**src/rtl/board_ram_scheduler_if.sv**
```systemverilog
// -----------------------------------------------------------------------------
// board_ram_scheduler_if
//
// Purpose : request/acknowledge bus between the game core (master) and the
//           board RAM scheduler (slave).
//
// Signals :
//   req    master->slave  access request, held until ack
//   we     master->slave  1 = write, 0 = read, held with req
//   addr   master->slave  board cell address, held with req
//   wdata  master->slave  write data, held with req
//   ack    slave->master  one-cycle completion pulse
//   rdata  slave->master  read data, valid in the ack cycle and held afterwards
// -----------------------------------------------------------------------------
interface board_ram_scheduler_if #(
  parameter int ADDR_WIDTH = 5,
  parameter int DATA_WIDTH = 32
);

  logic                  req;
  logic                  we;
  logic [ADDR_WIDTH-1:0] addr;
  logic [DATA_WIDTH-1:0] wdata;
  logic                  ack;
  logic [DATA_WIDTH-1:0] rdata;

  modport master (
    output req,
    output we,
    output addr,
    output wdata,
    input  ack,
    input  rdata
  );

  modport slave (
    input  req,
    input  we,
    input  addr,
    input  wdata,
    output ack,
    output rdata
  );

endinterface : board_ram_scheduler_if

```
**src/rtl/board_ram_scheduler.sv**
```systemverilog
// -----------------------------------------------------------------------------
// board_ram_scheduler
//
// Purpose : arbitrates the single port of the 5x5 minesweeper board-status RAM
//           between the VGA renderer's per-pixel cell lookup and the game
//           core's read/write requests. VGA lookups win during active display,
//           filtered through a one-entry cell cache; a starvation counter
//           forces a game grant after STARVE_LIMIT denied cycles.
//
// Ports :
//   clk           system clock
//   reset         synchronous, active-low reset
//   vga_active_i  timing generator is in the active region
//   vga_valid_i   current pixel lies on a board cell
//   vga_addr_i    cell ID of the current pixel (10 bits)
//   vga_data_o    status word of the most recently resolved VGA cell
//   game_s        game req/ack bus (board_ram_scheduler_if.slave)
//   ram_addr_o    RAM address            (combinational, 0 in reset)
//   ram_we_o      RAM write enable       (combinational, 0 in reset)
//   ram_wdata_o   RAM write data         (combinational, 0 in reset)
//   ram_rdata_i   RAM read data, one-cycle synchronous read latency
//
// Build option :
//   BOARD_SCHED_FWD_EN  defined   -> a game write that hits the cached cell
//                                    forwards its data straight into vga_data
//                       undefined -> the same write invalidates the cache entry
//                                    so the next lookup re-reads the RAM
// -----------------------------------------------------------------------------
module board_ram_scheduler #(
  parameter int CELLS        = 25,
  parameter int ADDR_WIDTH   = 5,
  parameter int DATA_WIDTH   = 32,
  parameter int STARVE_LIMIT = 8
) (
  input  logic                  clk,
  input  logic                  reset,

  input  logic                  vga_active_i,
  input  logic                  vga_valid_i,
  input  logic [9:0]            vga_addr_i,
  output logic [DATA_WIDTH-1:0] vga_data_o,

  board_ram_scheduler_if.slave  game_s,

  output logic [ADDR_WIDTH-1:0] ram_addr_o,
  output logic                  ram_we_o,
  output logic [DATA_WIDTH-1:0] ram_wdata_o,
  input  logic [DATA_WIDTH-1:0] ram_rdata_i
);

  // ---------------------------------------------------------------------------
  // Local constants and types
  // ---------------------------------------------------------------------------
  localparam int          STARVE_W   = (STARVE_LIMIT < 1) ? 1 : $clog2(STARVE_LIMIT + 1);
  localparam logic [31:0] CELLS_U    = CELLS;
  localparam logic [STARVE_W-1:0] STARVE_MAX = STARVE_W'(STARVE_LIMIT);

  typedef enum logic [1:0] {
    ST_IDLE  = 2'd0,
    ST_ISSUE = 2'd1,
    ST_RESP  = 2'd2
  } game_state_e;

  // ---------------------------------------------------------------------------
  // State
  // ---------------------------------------------------------------------------
  game_state_e           state_q;
  logic                  game_ack_q;
  logic [DATA_WIDTH-1:0] game_rdata_q;

  logic                  cache_valid_q;
  logic [ADDR_WIDTH-1:0] cache_addr_q;
  logic                  fill_pending_q;  // VGA read issued last cycle, data on ram_rdata_i now
  logic [DATA_WIDTH-1:0] vga_data_q;
  logic [STARVE_W-1:0]   starve_cnt_q;

  // ---------------------------------------------------------------------------
  // Request decode
  // ---------------------------------------------------------------------------
  logic vga_in_range;
  logic game_in_range;
  logic vga_lookup;
  logic vga_addr_match;
  logic wr_issue_hit;
  logic cache_live;
  logic vga_hit;
  logic vga_miss;
  logic vga_grant;
  logic game_grant;

  assign vga_in_range   = 32'(vga_addr_i) < CELLS_U;
  assign game_in_range  = 32'(game_s.addr) < CELLS_U;
  assign vga_lookup     = vga_active_i && vga_valid_i && vga_in_range;
  assign vga_addr_match = 32'(vga_addr_i) == 32'(cache_addr_q);

  // The game access was performed in the grant cycle, so by the ISSUE cycle the
  // RAM already holds the new word. The request fields are still held stable
  // by the requester until ack, so they can be used here directly.
  assign wr_issue_hit = (state_q == ST_ISSUE) && game_s.we && game_in_range &&
                        cache_valid_q && (game_s.addr == cache_addr_q);

`ifdef BOARD_SCHED_FWD_EN
  // The written word is forwarded into vga_data at the end of ISSUE, so the
  // entry stays usable throughout.
  assign cache_live = cache_valid_q;
`else
  // Invalidate already within the ISSUE cycle: a lookup of that cell misses
  // immediately and re-reads the freshly written word, giving new vga_data two
  // cycles after ISSUE.
  assign cache_live = cache_valid_q && !wr_issue_hit;
`endif

  // A fill in flight for the same cell counts as a hit: the data is already on
  // its way and a second read would only waste a RAM slot.
  assign vga_hit    = vga_lookup && vga_addr_match && (cache_live || fill_pending_q);
  assign vga_miss   = vga_lookup && !vga_hit;
  assign vga_grant  = vga_miss && (starve_cnt_q < STARVE_MAX);
  assign game_grant = !vga_grant && game_s.req && (state_q == ST_IDLE);

  // ---------------------------------------------------------------------------
  // RAM port drive
  // ---------------------------------------------------------------------------
  always_comb begin
    // NOTE: every output gets a default before any branch; a path that leaves
    // one unassigned would infer a latch.
    ram_addr_o  = '0;
    ram_we_o    = 1'b0;
    ram_wdata_o = '0;
    if (reset) begin
      if (vga_grant) begin
        ram_addr_o = vga_addr_i[ADDR_WIDTH-1:0];
      end else if (game_grant && game_in_range) begin
        // Out-of-range game cells still run the handshake but never touch RAM.
        ram_addr_o  = game_s.addr;
        ram_we_o    = game_s.we;
        ram_wdata_o = game_s.wdata;
      end
    end
  end

  // ---------------------------------------------------------------------------
  // Game FSM with registered ack / read data
  // ---------------------------------------------------------------------------
  always_ff @(posedge clk) begin
    if (!reset) begin
      state_q      <= ST_IDLE;
      game_ack_q   <= 1'b0;
      game_rdata_q <= '0;
    end else begin
      // NOTE: state registers use non-blocking assignments so every flop
      // samples the pre-edge values, independent of statement order.
      game_ack_q <= 1'b0;
      unique case (state_q)
        ST_IDLE: begin
          if (game_grant) begin
            state_q <= ST_ISSUE;
          end
        end
        ST_ISSUE: begin
          // ram_rdata_i now carries the word read in the grant cycle; latching
          // it here makes it visible together with ack in RESP.
          state_q    <= ST_RESP;
          game_ack_q <= 1'b1;
          if (!game_s.we) begin
            game_rdata_q <= game_in_range ? ram_rdata_i : '0;
          end
        end
        ST_RESP: begin
          state_q <= ST_IDLE;
        end
        default: begin
          state_q <= ST_IDLE;
        end
      endcase
    end
  end

  // ---------------------------------------------------------------------------
  // Cell cache, VGA data and starvation counter
  // ---------------------------------------------------------------------------
  always_ff @(posedge clk) begin
    if (!reset) begin
      // NOTE: the cache is a single register entry, not a memory array, so it
      // is reset completely; a stale valid bit would return garbage pixels.
      cache_valid_q  <= 1'b0;
      cache_addr_q   <= '0;
      fill_pending_q <= 1'b0;
      vga_data_q     <= '0;
      starve_cnt_q   <= '0;
    end else begin
      fill_pending_q <= vga_grant;

      if (vga_grant) begin
        cache_addr_q <= vga_addr_i[ADDR_WIDTH-1:0];
      end

      // Fill data wins over a forwarded write; the two never coincide because
      // a game grant excludes a VGA grant in the same cycle.
`ifdef BOARD_SCHED_FWD_EN
      if (fill_pending_q) begin
        vga_data_q <= ram_rdata_i;
      end else if (wr_issue_hit) begin
        vga_data_q <= game_s.wdata;
      end
`else
      if (fill_pending_q) begin
        vga_data_q <= ram_rdata_i;
      end
`endif

      // Holding the entry invalid for the whole blanking interval is
      // equivalent to clearing it on the falling edge: no lookup can happen
      // until vga_active_i returns, so every frame starts with a cold cache.
      if (!vga_active_i) begin
        cache_valid_q <= 1'b0;
      end else if (vga_grant) begin
        // The entry now names the new cell; fill_pending_q covers it until
        // the data lands.
        cache_valid_q <= 1'b0;
      end else if (fill_pending_q) begin
        cache_valid_q <= 1'b1;
      end else if (wr_issue_hit) begin
        cache_valid_q <= cache_live;
      end

      if (game_grant) begin
        starve_cnt_q <= '0;
      end else if ((state_q == ST_IDLE) && game_s.req && (starve_cnt_q < STARVE_MAX)) begin
        starve_cnt_q <= starve_cnt_q + STARVE_W'(1);
      end
    end
  end

  // ---------------------------------------------------------------------------
  // Outputs
  // ---------------------------------------------------------------------------
  assign vga_data_o   = vga_data_q;
  assign game_s.ack   = game_ack_q;
  assign game_s.rdata = game_rdata_q;

endmodule : board_ram_scheduler

```
**src/flat_wrapper.sv**
```systemverilog
// flat-port wrapper written by rule: the top's interface ports become plain ports
module board_ram_scheduler_flat 
#(
  parameter int CELLS        = 25,
  parameter int ADDR_WIDTH   = 5,
  parameter int DATA_WIDTH   = 32,
  parameter int STARVE_LIMIT = 8
)
  (clk, reset, vga_active_i, vga_valid_i, vga_addr_i, vga_data_o, ram_addr_o, ram_we_o, ram_wdata_o, ram_rdata_i, game_s_req, game_s_we, game_s_addr, game_s_wdata, game_s_ack, game_s_rdata);
  board_ram_scheduler_if #(.ADDR_WIDTH(ADDR_WIDTH), .DATA_WIDTH(DATA_WIDTH)) game_s_i ();
  input  logic clk;
  input  logic reset;
  input  logic vga_active_i;
  input  logic vga_valid_i;
  input  logic [9:0] vga_addr_i;
  output logic [DATA_WIDTH-1:0] vga_data_o;
  output logic [ADDR_WIDTH-1:0] ram_addr_o;
  output logic ram_we_o;
  output logic [DATA_WIDTH-1:0] ram_wdata_o;
  input  logic [DATA_WIDTH-1:0] ram_rdata_i;
  input wire logic [$bits(game_s_i.req)-1:0] game_s_req;
  input wire logic [$bits(game_s_i.we)-1:0] game_s_we;
  input wire logic [$bits(game_s_i.addr)-1:0] game_s_addr;
  input wire logic [$bits(game_s_i.wdata)-1:0] game_s_wdata;
  output wire logic [$bits(game_s_i.ack)-1:0] game_s_ack;
  output wire logic [$bits(game_s_i.rdata)-1:0] game_s_rdata;
  assign game_s_i.req = game_s_req;
  assign game_s_i.we = game_s_we;
  assign game_s_i.addr = game_s_addr;
  assign game_s_i.wdata = game_s_wdata;
  assign game_s_ack = game_s_i.ack;
  assign game_s_rdata = game_s_i.rdata;
  board_ram_scheduler #(.CELLS(CELLS), .ADDR_WIDTH(ADDR_WIDTH), .DATA_WIDTH(DATA_WIDTH), .STARVE_LIMIT(STARVE_LIMIT)) u_core (.clk(clk), .reset(reset), .vga_active_i(vga_active_i), .vga_valid_i(vga_valid_i), .vga_addr_i(vga_addr_i), .vga_data_o(vga_data_o), .game_s(game_s_i), .ram_addr_o(ram_addr_o), .ram_we_o(ram_we_o), .ram_wdata_o(ram_wdata_o), .ram_rdata_i(ram_rdata_i));
endmodule
```
**config.mk**
```make
export PLATFORM = sky130hd
export DESIGN_NAME = board_ram_scheduler_flat
export DESIGN_NICKNAME = d
export VERILOG_FILES = /design/src/rtl/board_ram_scheduler_if.sv /design/src/rtl/board_ram_scheduler.sv /design/src/flat_wrapper.sv
export SDC_FILE = /design/constraint.sdc
export NUM_CORES = 1
export LEC_CHECK = 0
export ABC_CLOCK_PERIOD_IN_PS = 2300
export BUFFER_PORTS_ARGS = -buffer_cell sky130_fd_sc_hd__buf_2
export CORE_AREA = 2 2 92 94
export CTS_BUF_LIST = sky130_fd_sc_hd__clkbuf_4 sky130_fd_sc_hd__clkbuf_8 sky130_fd_sc_hd__clkbuf_16
export CTS_CLUSTER_SIZE = 8
export DETAILED_ROUTE_END_ITERATION = 10
export DIE_AREA = 0 0 94 96
export PLACE_DENSITY = 0.83
export SLEW_MARGIN = 40
export SYNTH_ARGS = -nofsm -noshare
export SYNTH_HDL_FRONTEND = slang
export SYNTH_SLANG_ARGS = --single-unit
```
**constraint.sdc**
```tcl
create_clock -name clk -period 2.3 [get_ports clk]
set_clock_uncertainty 0.1 [all_clocks]
set_input_delay 0 -clock clk [delete_from_list [all_inputs] [get_ports clk]]
set_output_delay 0 -clock clk [all_outputs]
set_load 0.005 [all_outputs]
```
### After elaboration in Yosys (flattened, before gate mapping)

Index checks and enable logic that the tools add are counted.
Widths: inputs -> output; s select.

* $mul: 0
* divide/modulo/power cells: 0
* $lt $le $gt $ge: 3
* bitwise gates (word level): 3
* add/subtract/negate cells: 1
* equal/unequal tests: 4
* shift-type cells: 0
* muxes and demuxes: 15
* reductions and logical operators: 25

Operators with widths (number)
* $mux 32: 4
* $logic_and 1x1->1: 16
* $mux 5: 3
* $eq 10x5->1: 1
* $lt 10x5->1 const B: 1
* $mux 1: 6
* $eq 5x5->1: 1
* $lt 5x5->1 const B: 1
* $add 4x1->4 const B: 1
* $lt 4x4->1 const B: 1
* $pmux 2 s2: 1
* $logic_not 1->1: 3
* $not 1->1: 3
* $reduce_or 3->1: 1
* $eq 2x1->1 const B: 1
* $logic_not 2->1: 1
* $mux 2: 1
* $ne 2x1->1 const B: 1
* $reduce_and 2->1: 1
* $reduce_bool 2->1: 1
* $reduce_or 2->1: 1
* $logic_or 1x1->1: 1

* latch bits: 0
* register bits: 78
* memory bits (read-only): 0
* output and inout port bits: 103
* RAM bits: 0
* memories: 0
* input port bits: 85
* word-level logic and storage cells: 59

### Longest topological paths before layout

* word-level depth: 19
* gate-level depth with buffers: 8

### Worst setup path before layout

No wires, ideal clock.

* path kind: reg-to-reg
* start: register u_core.state_q[0]
* end: register u_core.starve_cnt_q[1]
* setup time: 70 ps
* stages on the path, launching flop included: 7
* arrival time: 1674 ps
* clock period less this slack: 1844 ps
* setup slack: 456 ps
* path through: dfxtp_1 nor2b_1 and3_1 o211ai_1 o31a_1 or4b_1 a21boi_1

* word-level cells in the longest chain between the ends: 16
* elaborated cells on any way between the ends: 19
* those cells by class: eq/ne: 1; reduce/logical: 18

Ends and longest elaborated chain
* start, declared: line board_ram_scheduler.sv:67 `game_state_e state_q;`
* start signal, assigned: line board_ram_scheduler.sv:146 `state_q <= ST_IDLE;`
* start signal, assigned: line board_ram_scheduler.sv:156 `state_q <= ST_ISSUE;`
* start signal, assigned: line board_ram_scheduler.sv:162 `state_q <= ST_RESP;`
* $eq 2x1->1: line board_ram_scheduler.sv:99 `assign wr_issue_hit = (state_q == ST_ISSUE) && game_s.we && game_in_range &&`
* $logic_and 1x1->1 (3 in series): line board_ram_scheduler.sv:99
* $logic_and 1x1->1: line board_ram_scheduler.sv:100 `cache_valid_q && (game_s.addr == cache_addr_q);`
* $logic_not 1->1: line board_ram_scheduler.sv:110 `assign cache_live = cache_valid_q && !wr_issue_hit;`
* $logic_and 1x1->1: line board_ram_scheduler.sv:110
* $logic_or 1x1->1: line board_ram_scheduler.sv:115 `assign vga_hit = vga_lookup && vga_addr_match && (cache_live || fill_pending_q);`
* $logic_and 1x1->1: line board_ram_scheduler.sv:115
* $logic_not 1->1: line board_ram_scheduler.sv:116 `assign vga_miss = vga_lookup && !vga_hit;`
* $logic_and 1x1->1: line board_ram_scheduler.sv:116
* $logic_and 1x1->1: line board_ram_scheduler.sv:117 `assign vga_grant = vga_miss && (starve_cnt_q < STARVE_MAX);`
* $logic_not 1->1: line board_ram_scheduler.sv:118 `assign game_grant = !vga_grant && game_s.req && (state_q == ST_IDLE);`
* $logic_and 1x1->1 (2 in series): line board_ram_scheduler.sv:118
* $reduce_or 2->1 (no line)
* end signal, assigned: line board_ram_scheduler.sv:229 `starve_cnt_q <= starve_cnt_q + STARVE_W'(1);`
* end, declared: line board_ram_scheduler.sv:75 `logic [STARVE_W-1:0] starve_cnt_q;`

Several ways; a longest one is shown, not always the timed one.
A chain may end at the register's enable or synchronous reset.

### Worst setup path after layout

* start: input vga_addr_i[0]
* end: output ram_we_o

* word-level cells in the longest chain between the ends: 14
* elaborated cells on any way between the ends: 15
* those cells by class: order compare: 1; eq/ne: 1; mux: 3; reduce/logical: 10

Ends and longest elaborated chain
* start, declared: line flat_wrapper.sv:15 `input logic [9:0] vga_addr_i;`
* $lt 10x5->1: line board_ram_scheduler.sv:91 `assign vga_in_range = 32'(vga_addr_i) < CELLS_U;`
* $logic_and 1x1->1: line board_ram_scheduler.sv:93 `assign vga_lookup = vga_active_i && vga_valid_i && vga_in_range;`
* $logic_and 1x1->1 (2 in series): line board_ram_scheduler.sv:115
* $logic_not 1->1: line board_ram_scheduler.sv:116
* $logic_and 1x1->1 (*): line board_ram_scheduler.sv:116
* $logic_and 1x1->1 (*): line board_ram_scheduler.sv:117
* $logic_not 1->1: line board_ram_scheduler.sv:118
* $logic_and 1x1->1 (2 in series): line board_ram_scheduler.sv:118
* $logic_and 1x1->1: line board_ram_scheduler.sv:132 `end else if (game_grant && game_in_range) begin`
* $mux 1: line board_ram_scheduler.sv:132
* $mux 1 (*): line board_ram_scheduler.sv:130 `if (vga_grant) begin`
* $mux 1 (*): line board_ram_scheduler.sv:129 `if (reset) begin`
* end, declared: line flat_wrapper.sv:18 `output logic ram_we_o;`

Every way passes the cells marked *; elsewhere a longest branch is shown, timed or not.

==> run_summary.xml <==
<?xml version="1.0" encoding="UTF-8"?>
<metrics>
  <group name="critical_path">
    <metric name="critical_path_cell_by_cell" unit="">dlygate4sd3_1, buf_2, o311ai_1, nand3_1, o31a_1, and4_4, buf_4, and2_1, buf_2</metric>
    <metric name="critical-path-top-cell-by-count" unit="">sky130_fd_sc_hd__buf_2</metric>
    <metric name="crit_path_start_kind" unit="">input pin</metric>
    <metric name="r2r_setup_slack" unit="ns">0.16</metric>
    <metric name="cpLargestDelayFamily" unit="">buffers and inverters</metric>
    <metric name="maximum_cell_stage_delay_along_the_critical_path" unit="ns">0.53</metric>
    <metric name="rr_worst_depth" unit="">6</metric>
    <metric name="slowest_stage" unit="">sky130_fd_sc_hd__dlygate4sd3_1</metric>
    <metric name="critPathCaptureType" unit="">output port</metric>
    <metric name="path_class" unit="">in -&gt; out</metric>
    <metric name="crit_fanout" unit="">8</metric>
    <metric name="timing.rr.start" unit="">u_core.starve_cnt_q[3]</metric>
    <metric name="timing.rr.end" unit="">u_core.starve_cnt_q[1]</metric>
    <metric name="cp_buf_inv_count" unit="">4</metric>
    <metric name="critical_path_required" unit="ns">2.20</metric>
    <metric name="worstPathArrival" unit="ns">2.14</metric>
  </group>
  <group name="detailed_routing">
    <metric name="detail_route.wirelength" unit="um">10960</metric>
    <metric name="wire_per_inst" unit="um">15.57</metric>
    <metric name="via_count" unit="">3560</metric>
    <metric name="detailedRoute.firstIterationViolations" unit="">118</metric>
    <metric name="drt.antenna.violating_nets" unit="">0</metric>
    <metric name="post_drt_via_cell_ratio" unit="">5.057</metric>
    <metric name="drt_pass1_iterations" unit="">4</metric>
    <metric name="drc_errors" unit="">0</metric>
  </group>
  <group name="finish">
    <metric name="final_design_area_no_fill" unit="sq um">5125</metric>
    <metric name="final_layout_size_suffix_gt1_frac" unit="">0.3856</metric>
    <metric name="top_library_cells_by_usage_in_the_layout_fill_and_taps_aside" unit="">187 x sky130_fd_sc_hd__buf_2, 73 x sky130_fd_sc_hd__dfxtp_1, 39 x sky130_fd_sc_hd__nand2_1, 39 x sky130_fd_sc_hd__dlygate4sd3_1, 37 x sky130_fd_sc_hd__a21boi_1</metric>
    <metric name="num_antenna_cells" unit="">0</metric>
    <metric name="layout.nets" unit="">680</metric>
    <metric name="area_growth_syn_to_layout" unit="%">49.87</metric>
    <metric name="leading_cell_type_in_the_layout_fill_and_taps_excluded" unit="">sky130_fd_sc_hd__buf_2</metric>
  </group>
  <group name="synth">
    <metric name="synth.ff_latch_count" unit="">78</metric>
    <metric name="post_syn_instances" unit="">369</metric>
    <metric name="synth_seq_area_share" unit="">0.4566</metric>
    <metric name="yosys.cell_types.count" unit="">32</metric>
    <metric name="post_synth.cell_area_avg" unit="sq um">9.267</metric>
    <metric name="syn_nets" unit="">455</metric>
    <metric name="mappedNetlistArea" unit="sq um">3420</metric>
    <metric name="synth_top_cell_by_area" unit="">sky130_fd_sc_hd__dfxtp_1</metric>
    <metric name="synth_top_cells_by_area" unit="">sky130_fd_sc_hd__dfxtp_1 46%, sky130_fd_sc_hd__mux2i_1 11%, sky130_fd_sc_hd__a21boi_1 8.1%, sky130_fd_sc_hd__nor2b_1 7.1%, sky130_fd_sc_hd__and2_1 6.6%</metric>
    <metric name="synthDominantCellAreaShare" unit="">0.4566</metric>
    <metric name="yosys_warnings" unit="">0</metric>
  </group>
  <group name="timing">
    <metric name="finalCritPeriodShare" unit="">0.9720</metric>
    <metric name="setup_violations" unit="">0</metric>
    <metric name="timing.final.hold_violations" unit="">0</metric>
    <metric name="worst_hold_slack" unit="ns">0.06063</metric>
    <metric name="slew-limit-headroom" unit="">0.7087</metric>
    <metric name="min_period" unit="ns">2.236</metric>
    <metric name="max_slew.worst_pin.slew" unit="ns">0.4370</metric>
    <metric name="clock.fmax" unit="MHz">447.3</metric>
    <metric name="final_worst_setup_slack" unit="ns">0.06435</metric>
    <metric name="maxSlewViolCount" unit="">0</metric>
    <metric name="setup_tns" unit="ns">0</metric>
  </group>
  <group name="placement">
    <metric name="dp_hpwl" unit="um">7325</metric>
    <metric name="pre_cts_ws" unit="ns">0.1368</metric>
    <metric name="port_buffers" unit="">187</metric>
    <metric name="place_area" unit="sq um">4483</metric>
    <metric name="routabilityCongestion" unit="">0.8711</metric>
  </group>
  <group name="global_routing">
    <metric name="grt_max_degree" unit="">57</metric>
    <metric name="number_of_global_route_vias_before_repair" unit="">3411</metric>
    <metric name="gr-total-overflow" unit="">0</metric>
    <metric name="number_of_antenna_violations_at_the_first_check_in_global_routing" unit="">0</metric>
    <metric name="globalRouteTotalUtil" unit="">0.2275</metric>
    <metric name="wire_length_of_the_first_global_routing_pass" unit="um">15830</metric>
  </group>
  <group name="clocking">
    <metric name="numClockSinks" unit="">78</metric>
    <metric name="tritoncts" unit="">yes</metric>
    <metric name="clockBufferDepth" unit="">2</metric>
    <metric name="worstSkewPairLatency" unit="ns">0.34</metric>
    <metric name="inserted_clock_buffers" unit="">9</metric>
    <metric name="cts_root_buffer" unit="">sky130_fd_sc_hd__clkbuf_8</metric>
    <metric name="path_clk_slew" unit="ns">0.08</metric>
    <metric name="ctsHtreeMaxLevel" unit="">3</metric>
  </group>
  <group name="die">
    <metric name="die_height" unit="um">96</metric>
    <metric name="starting_density" unit="">0.4247</metric>
    <metric name="num_rows" unit="">33</metric>
    <metric name="io-pin-count" unit="">188</metric>
    <metric name="core-area" unit="sq um">8051</metric>
    <metric name="die-width" unit="um">94</metric>
    <metric name="design.die.area" unit="sq um">9024</metric>
  </group>
  <group name="worst_hold_path">
    <metric name="worst_case_hold_path_end_point" unit="">u_core.starve_cnt_q[3]</metric>
    <metric name="holdCritPathClass" unit="">in -&gt; reg</metric>
    <metric name="holdPathStages" unit="">4</metric>
    <metric name="holdCritStartpoint" unit="">reset</metric>
  </group>
  <group name="power">
    <metric name="power.density" unit="nW/um^2">520.9</metric>
    <metric name="power_leakage" unit="uW">0.002344</metric>
    <metric name="vdd_ir_drop_max" unit="mV">0.3533</metric>
    <metric name="total_power" unit="uW">2670</metric>
  </group>
  <group name="run_status">
    <metric name="status" unit="">finished clean</metric>
  </group>
  <group name="flow_run">
    <metric name="max_cap_viols" unit="">0</metric>
  </group>
</metrics>
-- stage by stage --
stage                     utilization  cells
after floorplan                     -    369
after global placement         0.5568    645
after detailed placement       0.5568    645
after CTS                      0.6281    700
after global routing           0.6365    704
final                          0.6365    704
-- final cells by class --
type                       count  area, sq um
timing repair buffer         240         1439
sequential                    78         1568
clock inverter                 7        55.05
clock buffer                   9        123.9
fill                         663         2927
tap                          105        131.4
multi-input combinational    265         1808
-- layer usage --
layer	wire length, um	share of wire	vias to the layer above	GRT usage
met5	0	0	-	0
met4	225	0.021	0	0.09420
met3	769	0.070	25	0.05795
met2	5754	0.52	163	0.4333
met1	4213	0.38	1673	0.2368
li1	-	-	1699	-
-- logic make-up after synthesis --
logic type,share of synthesized area
xor gates and xnor gates,0.02305
muxes,0.1054
adders and majority gates,0.003658
DFF,0.4566
and+or+nand+nor,0.2631
buffers and inverters,0.03147
AOI/OAI and AO/OA,0.1167
-- sequential cells by signal, indices dropped and copies added, names as in the netlist --
signal                 count
u_core.vga_data_o         32
u_core.state_q             2
u_core.starve_cnt_q        4
u_core.game_s.ack          1
u_core.cache_valid_q       1
u_core.fill_pending_q      1
u_core.cache_addr_q        5
u_core.game_s.rdata       32
-- worst max-delay path by stage --
stage,start,end,slack (ns),depth (start not counted)
floorplan,u_core.state_q[0],u_core.starve_cnt_q[1],0.46,6
global route,u_core.cache_addr_q[0],ram_wdata_o[30],-0.03,8
finish,vga_addr_i[0],ram_we_o,0.06,9
detailed placement,u_core.cache_addr_q[3],ram_wdata_o[22],0.14,8
global placement,u_core.cache_addr_q[1],u_core.starve_cnt_q[1],0.27,7
CTS,u_core.cache_addr_q[1],ram_addr_o[3],0.01,8
-- where the power goes --
part           internal [uW]  total (uW)  switching (uW)
Clock                    403         937             534
Sequential              1370        1380            9.36
Combinational            193         356             162
-- cell usage after synthesis --
cell / number
sky130_fd_sc_hd__dfxtp_1: 78
sky130_fd_sc_hd__nand2_1: 39
sky130_fd_sc_hd__nor2b_1: 39
sky130_fd_sc_hd__a21boi_1: 37
sky130_fd_sc_hd__and2_1: 36
sky130_fd_sc_hd__mux2i_1: 36
sky130_fd_sc_hd__nand3_1: 34
sky130_fd_sc_hd__clkbuf_1: 22
sky130_fd_sc_hd__xnor2_1: 6
sky130_fd_sc_hd__buf_2: 5
sky130_fd_sc_hd__a22o_1: 4
sky130_fd_sc_hd__and3_1: 3
sky130_fd_sc_hd__nand2b_1: 3
sky130_fd_sc_hd__nor2_1: 3
sky130_fd_sc_hd__xor2_1: 3
sky130_fd_sc_hd__a21oi_1: 2
sky130_fd_sc_hd__nand4_1: 2
sky130_fd_sc_hd__o311ai_1: 2
sky130_fd_sc_hd__or3_1: 2
sky130_fd_sc_hd__a21o_1: 1
sky130_fd_sc_hd__a41o_1: 1
sky130_fd_sc_hd__and4_1: 1
sky130_fd_sc_hd__ha_1: 1
sky130_fd_sc_hd__nor3_1: 1
sky130_fd_sc_hd__nor4_1: 1
sky130_fd_sc_hd__nor4bb_1: 1
sky130_fd_sc_hd__o211ai_1: 1
sky130_fd_sc_hd__o21ai_0: 1
sky130_fd_sc_hd__o21bai_1: 1
sky130_fd_sc_hd__o31a_1: 1
sky130_fd_sc_hd__o31ai_2: 1
sky130_fd_sc_hd__or4b_1: 1
-- timing repair --
item	4_1_cts	5_1_grt
gates cloned	0	1
hold buffers	39	0
buffers inserted	0	3
setup endpoints to repair	37	20
hold endpoints to repair	74	0
gates resized for setup	3	11
pin swaps	0	5
-- worst min-delay path, delay by kind of cell --
kind,cells,cell delay (ns)
AND/OR/NAND/NOR,1,0.07
AO/OA/AOI/OAI,1,0.04
buffers and inverters,2,0.35
No activity file was read; power rests on OpenSTA's default activity.
